==> config.mk <==
export PLATFORM = sky130hd
export DESIGN_NAME = wb_mem_write_arbiter
export DESIGN_NICKNAME = d
export VERILOG_FILES = /design/src/rtl/wb_mem_write_arbiter.sv
export SDC_FILE = /design/constraint.sdc
export NUM_CORES = 1
export LEC_CHECK = 0
export CAP_MARGIN = 5
export CORE_UTILIZATION = 30
export CTS_BUF_LIST = sky130_fd_sc_hd__clkbuf_16
export DETAILED_ROUTE_END_ITERATION = 12
export GPL_TIMING_DRIVEN = 1
export PLACE_DENSITY = 0.67
export SLEW_MARGIN = 30
export SYNTH_ARGS = -nofsm -noshare
export SYNTH_HDL_FRONTEND = slang
export SYNTH_SLANG_ARGS = --single-unit
==> constraint.sdc <==
create_clock -name clk -period 3.75 [get_ports clk]
set_input_delay 0.75 -clock clk [delete_from_list [all_inputs] [get_ports clk]]
set_output_delay 0.75 -clock clk [all_outputs]
set_load 0.1 [all_outputs]
==> src/rtl/wb_mem_write_arbiter.sv <==
// Round-robin arbiter sharing one main-memory write port between NUM_REQ write-back
// sources; one transaction at a time, with an ack timeout and per-requester done/err pulses.
module wb_mem_write_arbiter #(
    parameter int NUM_REQ        = 4,
    parameter int DATA_WIDTH     = 32,
    parameter int ADDRESS_WIDTH  = 32,
    parameter int COUNTER_WIDTH  = 8,
    parameter int TIMEOUT_CYCLES = 200
) (
    input  logic                               clk,
    input  logic                               reset,
    input  logic [NUM_REQ-1:0]                 req,
    input  logic [NUM_REQ*ADDRESS_WIDTH-1:0]   req_addr,
    input  logic [NUM_REQ*DATA_WIDTH-1:0]      req_data,
    output logic [NUM_REQ-1:0]                 done,
    output logic [NUM_REQ-1:0]                 err,
    output logic                               busy,
    output logic [$clog2(NUM_REQ)-1:0]         grant_id,
    output logic                               mem_w_en,
    output logic [ADDRESS_WIDTH-1:0]           mem_address,
    output logic [DATA_WIDTH-1:0]              mem_data,
    input  logic                               mem_ack,
    output logic                               timeout_sticky
);

    localparam int IDW = $clog2(NUM_REQ);

    typedef enum logic [1:0] {
        IDLE     = 2'd0,
        WAIT_ACK = 2'd1,
        DONE     = 2'd2
    } state_t;

    state_t                   state_q;
    logic [IDW-1:0]           rr_ptr_q;
    logic [IDW-1:0]           grant_q;
    logic [COUNTER_WIDTH-1:0] cnt_q;
    logic [NUM_REQ-1:0]       done_q;
    logic [NUM_REQ-1:0]       err_q;
    logic                     busy_q;
    logic                     w_en_q;
    logic [ADDRESS_WIDTH-1:0] addr_q;
    logic [DATA_WIDTH-1:0]    data_q;
    logic                     sticky_q;

    logic                     win_valid_d;
    logic [IDW-1:0]           win_idx_d;
    int unsigned              cand_d;

    // First set request at or above rr_ptr, wrapping modulo NUM_REQ.
    always_comb begin
        win_valid_d = 1'b0;
        win_idx_d   = '0;
        cand_d      = 0;
        for (int unsigned k = 0; k < NUM_REQ; k++) begin
            cand_d = (32'(rr_ptr_q) + k) % 32'(NUM_REQ);
            if (!win_valid_d && req[cand_d]) begin
                win_valid_d = 1'b1;
                win_idx_d   = IDW'(cand_d);
            end
        end
    end

    always_ff @(posedge clk) begin
        if (reset) begin
            state_q  <= IDLE;
            rr_ptr_q <= '0;
            grant_q  <= '0;
            cnt_q    <= '0;
            done_q   <= '0;
            err_q    <= '0;
            busy_q   <= 1'b0;
            w_en_q   <= 1'b0;
            addr_q   <= '0;
            data_q   <= '0;
            sticky_q <= 1'b0;
        end else begin
            case (state_q)
                IDLE: begin
                    if (win_valid_d) begin
                        grant_q <= win_idx_d;
                        addr_q  <= req_addr[win_idx_d*ADDRESS_WIDTH +: ADDRESS_WIDTH];
                        data_q  <= req_data[win_idx_d*DATA_WIDTH +: DATA_WIDTH];
                        w_en_q  <= 1'b1;
                        busy_q  <= 1'b1;
                        cnt_q   <= '0;
                        state_q <= WAIT_ACK;
                    end
                end
                WAIT_ACK: begin
                    // Ack takes priority over an expiring counter.
                    if (mem_ack) begin
                        w_en_q          <= 1'b0;
                        done_q[grant_q] <= 1'b1;
                        state_q         <= DONE;
                    end else if (cnt_q == COUNTER_WIDTH'(TIMEOUT_CYCLES - 1)) begin
                        w_en_q         <= 1'b0;
                        err_q[grant_q] <= 1'b1;
                        sticky_q       <= 1'b1;
                        state_q        <= DONE;
                    end else begin
                        cnt_q <= cnt_q + 1'b1;
                    end
                end
                DONE: begin
                    done_q   <= '0;
                    err_q    <= '0;
                    addr_q   <= '0;
                    data_q   <= '0;
                    busy_q   <= 1'b0;
                    rr_ptr_q <= IDW'((32'(grant_q) + 1) % 32'(NUM_REQ));
                    state_q  <= IDLE;
                end
                default: begin
                    state_q <= IDLE;
                    busy_q  <= 1'b0;
                    w_en_q  <= 1'b0;
                end
            endcase
        end
    end

    assign done           = done_q;
    assign err            = err_q;
    assign busy           = busy_q;
    assign grant_id       = grant_q;
    assign mem_w_en       = w_en_q;
    assign mem_address    = addr_q;
    assign mem_data       = data_q;
    assign timeout_sticky = sticky_q;

endmodule

# Word level (Yosys, flattened, before mapping)
# Cells that the tools add are included.
dict set report totals {
  input_bits 263
  wordCells 98
  ff_bits 89
  out_inout_bits 77
}
dict set report classes {
  reduce_logical 20
  n_addsub 5
  bitwise 5
  n_lt_le_gt_ge 6
  eq_ne 9
  shifts 2
  mux 40
}
# operator count
set op_table {}
lappend op_table {{$shiftx A128 B8 Y32} 2}
lappend op_table {{$pmux W32 S2} 2}
lappend op_table {{$mux W32} 2}
lappend op_table {{$mux W8} 3}
lappend op_table {{$pmux W4 S2} 2}
lappend op_table {{$pmux W8 S2} 1}
lappend op_table {{$lt A2 B3 Y1 const B} 5}
lappend op_table {{$mux W2} 7}
lappend op_table {{$mux W1} 12}
lappend op_table {{$mux W4} 3}
lappend op_table {{$ne A2 B2 Y1 const B} 5}
lappend op_table {{$reduce_and A2 Y1} 5}
lappend op_table {{$reduce_and A3 Y1} 3}
lappend op_table {{$add A8 B1 Y8 const B} 1}
lappend op_table {{$bmux W1 S2} 4}
lappend op_table {{$eq A8 B8 Y1 const B} 1}
lappend op_table {{$or A4 B4 Y4} 2}
lappend op_table {{$reduce_bool A2 Y1} 3}
lappend op_table {{$add A2 B1 Y2 const B} 2}
lappend op_table {{$add A2 B2 Y2 const B} 2}
lappend op_table {{$logic_and A1 B1 Y1} 4}
lappend op_table {{$pmux W2 S2} 1}
lappend op_table {{$reduce_and A4 Y1} 1}
lappend op_table {{$logic_not A1 Y1} 3}
lappend op_table {{other kinds (9)} 11}

# Longest topological paths before layout
dict set report depth {
  depth_word 15
  mapped_depth 8
  ltp_nobuf 6
}

# Least setup slack after synthesis
# Ideal clock, no wire load.
dict set report synth_path {
  path_kind {input-to-reg}
  from {input req[0]}
  to {register addr_q[11], in the netlist mem_address[11]}
  cell_stages 7
  t_arrival_ps 2441
  t_required_ps 3628
  setup_slack_ps 1188
  n_path_buf 2
  setup_ps 122
  path_cell_list {and2_1 > and2_1 > buf_2 > nor3_4 > buf_2 > mux2_1 > a221o_1}
}
dict set report synth_between {
  elab_chain_len 15
  word_cells_on_any_way 27
  classes_between {eq/ne: 1; shift: 1; mux: 18; reduce/logical: 7}
}
# element line_no
set synth_rtl {}
lappend synth_rtl {{start, declared} 12} ;# input logic [NUM_REQ-1:0] req,
lappend synth_rtl {{$bmux W1 S2} 57} ;# if (!win_valid_d && req[cand_d]) begin
lappend synth_rtl {{$mux W1 (implied by the code)} 57}
lappend synth_rtl {{$mux W1} 57}
lappend synth_rtl {{$logic_not A1 Y1} 57}
lappend synth_rtl {{$logic_and A1 B1 Y1} 57}
lappend synth_rtl {{$mux W1} 57}
lappend synth_rtl {{$logic_not A1 Y1} 57}
lappend synth_rtl {{$logic_and A1 B1 Y1} 57}
lappend synth_rtl {{$mux W1} 57}
lappend synth_rtl {{$logic_not A1 Y1} 57}
lappend synth_rtl {{$logic_and A1 B1 Y1} 57}
lappend synth_rtl {{$mux W2} 57}
lappend synth_rtl {{$shiftx A128 B8 Y32} 82} ;# addr_q <= req_addr[win_idx_d*ADDRESS_WIDTH +: ADDRESS_WIDTH];
lappend synth_rtl {{$mux W32} 80} ;# if (win_valid_d) begin
lappend synth_rtl {{$pmux W32 S2} 78} ;# case (state_q)
lappend synth_rtl {{end signal, assigned} 82}
lappend synth_rtl {{end, declared} 42} ;# logic [ADDRESS_WIDTH-1:0] addr_q;
# Several ways; a longest one is shown, not always the timed one. The select of a mux whose other input is x is not followed.
# A chain may end at the register's enable or synchronous reset.

# Final worst setup path
dict set report layout_path {
  from {input req[1]}
  to {register data_q[12], in the netlist mem_data[12]}
}
dict set report layout_between {
  elab_chain_len 15
  word_cells_on_any_way 27
  classes_between {eq/ne: 1; shift: 1; mux: 18; reduce/logical: 7}
}
# element line_no
set layout_rtl {}
lappend layout_rtl {{$bmux W1 S2} 57}
lappend layout_rtl {{$mux W1 (implied by the code)} 57}
lappend layout_rtl {{$mux W1} 57}
lappend layout_rtl {{$logic_not A1 Y1} 57}
lappend layout_rtl {{$logic_and A1 B1 Y1} 57}
lappend layout_rtl {{$mux W1} 57}
lappend layout_rtl {{$logic_not A1 Y1} 57}
lappend layout_rtl {{$logic_and A1 B1 Y1} 57}
lappend layout_rtl {{$mux W1} 57}
lappend layout_rtl {{$logic_not A1 Y1} 57}
lappend layout_rtl {{$logic_and A1 B1 Y1} 57}
lappend layout_rtl {{$mux W2} 57}
lappend layout_rtl {{$shiftx A128 B8 Y32} 83} ;# data_q <= req_data[win_idx_d*DATA_WIDTH +: DATA_WIDTH];
lappend layout_rtl {{$mux W32} 80}
lappend layout_rtl {{$pmux W32 S2} 78}
lappend layout_rtl {{end signal, assigned} 83}
lappend layout_rtl {{end, declared} 43} ;# logic [DATA_WIDTH-1:0] data_q;
# Several ways; a longest one is shown, not always the timed one. The select of a mux whose other input is x is not followed.

==> impl_metrics.yaml <==
floorplanning:
  coreArea_um2: 17960
  die_x_um: 137.4
  die_h_um: 137.4
  die_area_um2: 18870
  start_util_pct: 30.60
  ios: 340
  row_count: 49
logic_synthesis:
  yosysTopAreaCellShare_pct: 32.42
  ys.flop_type: "dfxtp_1"
  ys_ff_latch: 89
  synth_area_leaders: "dfxtp_1, a221o_1, a21boi_0"
  synth-edff-count: 0
  yosysTopAreaCell: "dfxtp_1"
  synth_fp_nets: 869
  synth_area_um2: 5497
  synth-seq-area-share_pct: 32.42
  syn-instance-count: 601
  synth_area_per_cell_um2: 9.146
  synth_warnings: 0
  async_flop_share_pct: 0
  synth_cell_type_count: 46
grt:
  grt_pass1_wl_um: 34200
  antenna_found_initial: 0
  grt_max_degree: 56
  grt_pass1_vias: 6072
  overflow: 0
  grt_usage_pct: 23.85
drt:
  drc_errors: 0
  wl_um: 22890
  routed.top_layer: "met4"
  vias: 6249
  ant_nets: 0
  routedWlPerCell_um: 20.04
  wl_met2_um: 10800
  vias_per_cell: 5.472
  dr_wl_met3_um: 1725
  drtIter0Drc: 347
  drt_pass1_iterations: 4
  routedLengthMet1_um: 9754
cells_and_area:
  final_util_pct: 52.57
  syn_to_final_growth_pct: 71.82
  drive_gt1_share_pct: 10.30
  fin_nets: 1177
  diodes: 0
  fillers: 1701
timing:
  worst_slew_pin_slew_ps: 1031
  finalCritPeriodShare_pct: 74.85
  final_hold_viol_count: 0
  finalCriticalPeriod_ps: 2807
  report.final.slew_viol_count: 0
  max_freq_mhz: 356.3
  setup_viol: 0
  setup_tns_ps: 0
  finalClockSkew_ps: 5.705
  rsz0062_at_grt: "no"
  relSlewSlack_pct: 31.05
cts:
  h-tree-depth: 3
  post_cts_buffers: 0
  numCtsBuffers: 9
  postCtsResizedCells: 0
  path_clk_slew_ps: 70
  cts_tree: "yes"
  clkSinkCount: 89
  insertion_delay_ps: 340
  cts_buffer_depth: 2
  hold_buffers: 0
  cts-root-buf: "clkbuf_16"
job:
  cap_violations: 0
worst_setup_path:
  path_cells: "clkdlybuf4s50_1 -> nor4_2 -> or4_4 -> a21oi_4 -> buf_4 -> a21boi_0 -> a221o_1"
  endpoint_kind: "register"
  cp.arrival_ps: 3100
  slowest_delay_ps: 620
  cp.required_ps: 4040
  path_buf_inv: 2
  cp_max_fo: 23
  start_kind: "primary input"
  crit_slowest_cell: "clkdlybuf4s50_1"
  critical_path_class: "in2reg"
  cp_top_family: "buffers and inverters"
place:
  gp_congestion: 0.7989
  dp_hpwl_um: 16120
  io_buffer_count: 339
pwr:
  vdd_drop_max_uv: 249.7
  p_per_area_nw_per_um2: 395.9
  fin_total_pwr_w: 0.003739
  leakagePower_nw: 3.455
outcome:
  status: "completed"
hold_path:
  min_path_type: "reg2reg"
[cell families after synthesis]
family          Yosys count  synth area share (%)
compound gates          224                 32.48
simple gates            136                 13.98
flops                    89                 32.42
buf+inv                  72                 5.281
mux                      68                 13.59
xor+xnor                  7                 1.115
fa+ha+maj                 5                 1.138
[final timing paths]
check                                     from              to  slack [ps]  cells after the start
worst max-delay path                    req[1]    mem_data[12]         940                      7
worst min-delay path            timeout_sticky  timeout_sticky         480                      2
worst max register to register     rr_ptr_q[1]     mem_data[1]        1460                      6
worst min register to register  timeout_sticky  timeout_sticky         480                      2
[through the flow]
step	instance area (µm²)	setup slack, ps	cells	hold slack [ps]
2_1_floorplan	5497	1188	601	444.4
3_3_place_gp	9169	632.9	1127	458.9
3_5_place_dp	9164	611.3	1127	464.6
4_1_cts	9449	964.3	1142	482.2
5_1_grt	9444	817.6	1142	504.2
6_report	9444	943.2	1142	477.7
[synth_stat cells (4+ instances only)]
| cell type | n |
|---|---|
| nand4_1 | 55 |
| a21boi_0 | 56 |
| and3_1 | 13 |
| nand2_1 | 14 |
| mux2_1 | 18 |
| a21boi_1 | 8 |
| o21ai_0 | 11 |
| dfxtp_1 | 89 |
| nand2b_1 | 5 |
| o211ai_1 | 14 |
| o31ai_1 | 53 |
| a21o_1 | 5 |
| ha_1 | 5 |
| nor3_1 | 4 |
| xor2_1 | 6 |
| a21oi_1 | 6 |
| a22oi_1 | 7 |
| buf_4 | 4 |
| mux2_2 | 35 |
| mux2i_1 | 15 |
| buf_2 | 4 |
| a221o_1 | 53 |
| nor2_1 | 29 |
| clkbuf_1 | 51 |
| inv_1 | 4 |
| buf_1 | 8 |
[cells in the final DEF (no fill, tap or decap), types with 14 or more instances in the layout]
| master | Yosys | final |
|---|---|---|
| nand4_1 | 55 | 55 |
| clkdlybuf4s50_1 | 0 | 337 |
| dfxtp_1 | 89 | 89 |
| a21boi_0 | 56 | 56 |
| nor2_1 | 29 | 28 |
| o31ai_1 | 53 | 53 |
| a221o_1 | 53 | 53 |
| buf_4 | 4 | 22 |
| mux2_1 | 18 | 18 |
| o211ai_1 | 14 | 14 |
| mux2i_1 | 15 | 15 |
| mux2_2 | 35 | 35 |
[routing by layer]
| metal | vias to the layer above | GRT usage [%] |
|---|---|---|
| li1 | 2991 | - |
| met2 | 266 | 39.53 |
| met4 | 0 | 9.951 |
| met5 | - | 0 |
| met3 | 40 | 4.820 |
| met1 | 2952 | 29.95 |
[registers in the layout, summed over array words and instances, names as in the netlist]
name            count
busy                1
mem_address        32
timeout_sticky      1
mem_data           32
mem_w_en            1
state_q             2
cnt_q               8
rr_ptr_q            2
grant_id            2
done                4
err                 4
[report_power, final]
group	internal, W	total [W]	switching (W)
Clock	0.000510	0.000912	0.000402
Combinational	0.000630	0.00171	0.00108
Sequential	0.00105	0.00111	0.0000669
[final cells by class]
| cell class | count | area, µm² | area share, % |
|---|---|---|---|
| clock buffers | 9 | 225.2 | 2.385 |
| inverters | 5 | 18.77 | 0.1987 |
| well taps | 229 | 286.5 | 3.034 |
| repair buffers | 364 | 3608 | 38.21 |
| multi-input cells | 440 | 3463 | 36.67 |
| clock inverters | 6 | 60.06 | 0.6359 |
| flip-flops and latches | 89 | 1782 | 18.87 |
[worst reg2reg max path, delay by kind of cell (launching register included)]
kind / cells / cell delay [ps]
AND/OR/NAND/NOR: 2 / 800
flip-flops: 1 / 410
multiplexers: 1 / 350
buffers and inverters: 1 / 350
AO/OA/AOI/OAI: 2 / 320
Power figures use the tool's default switching activity.
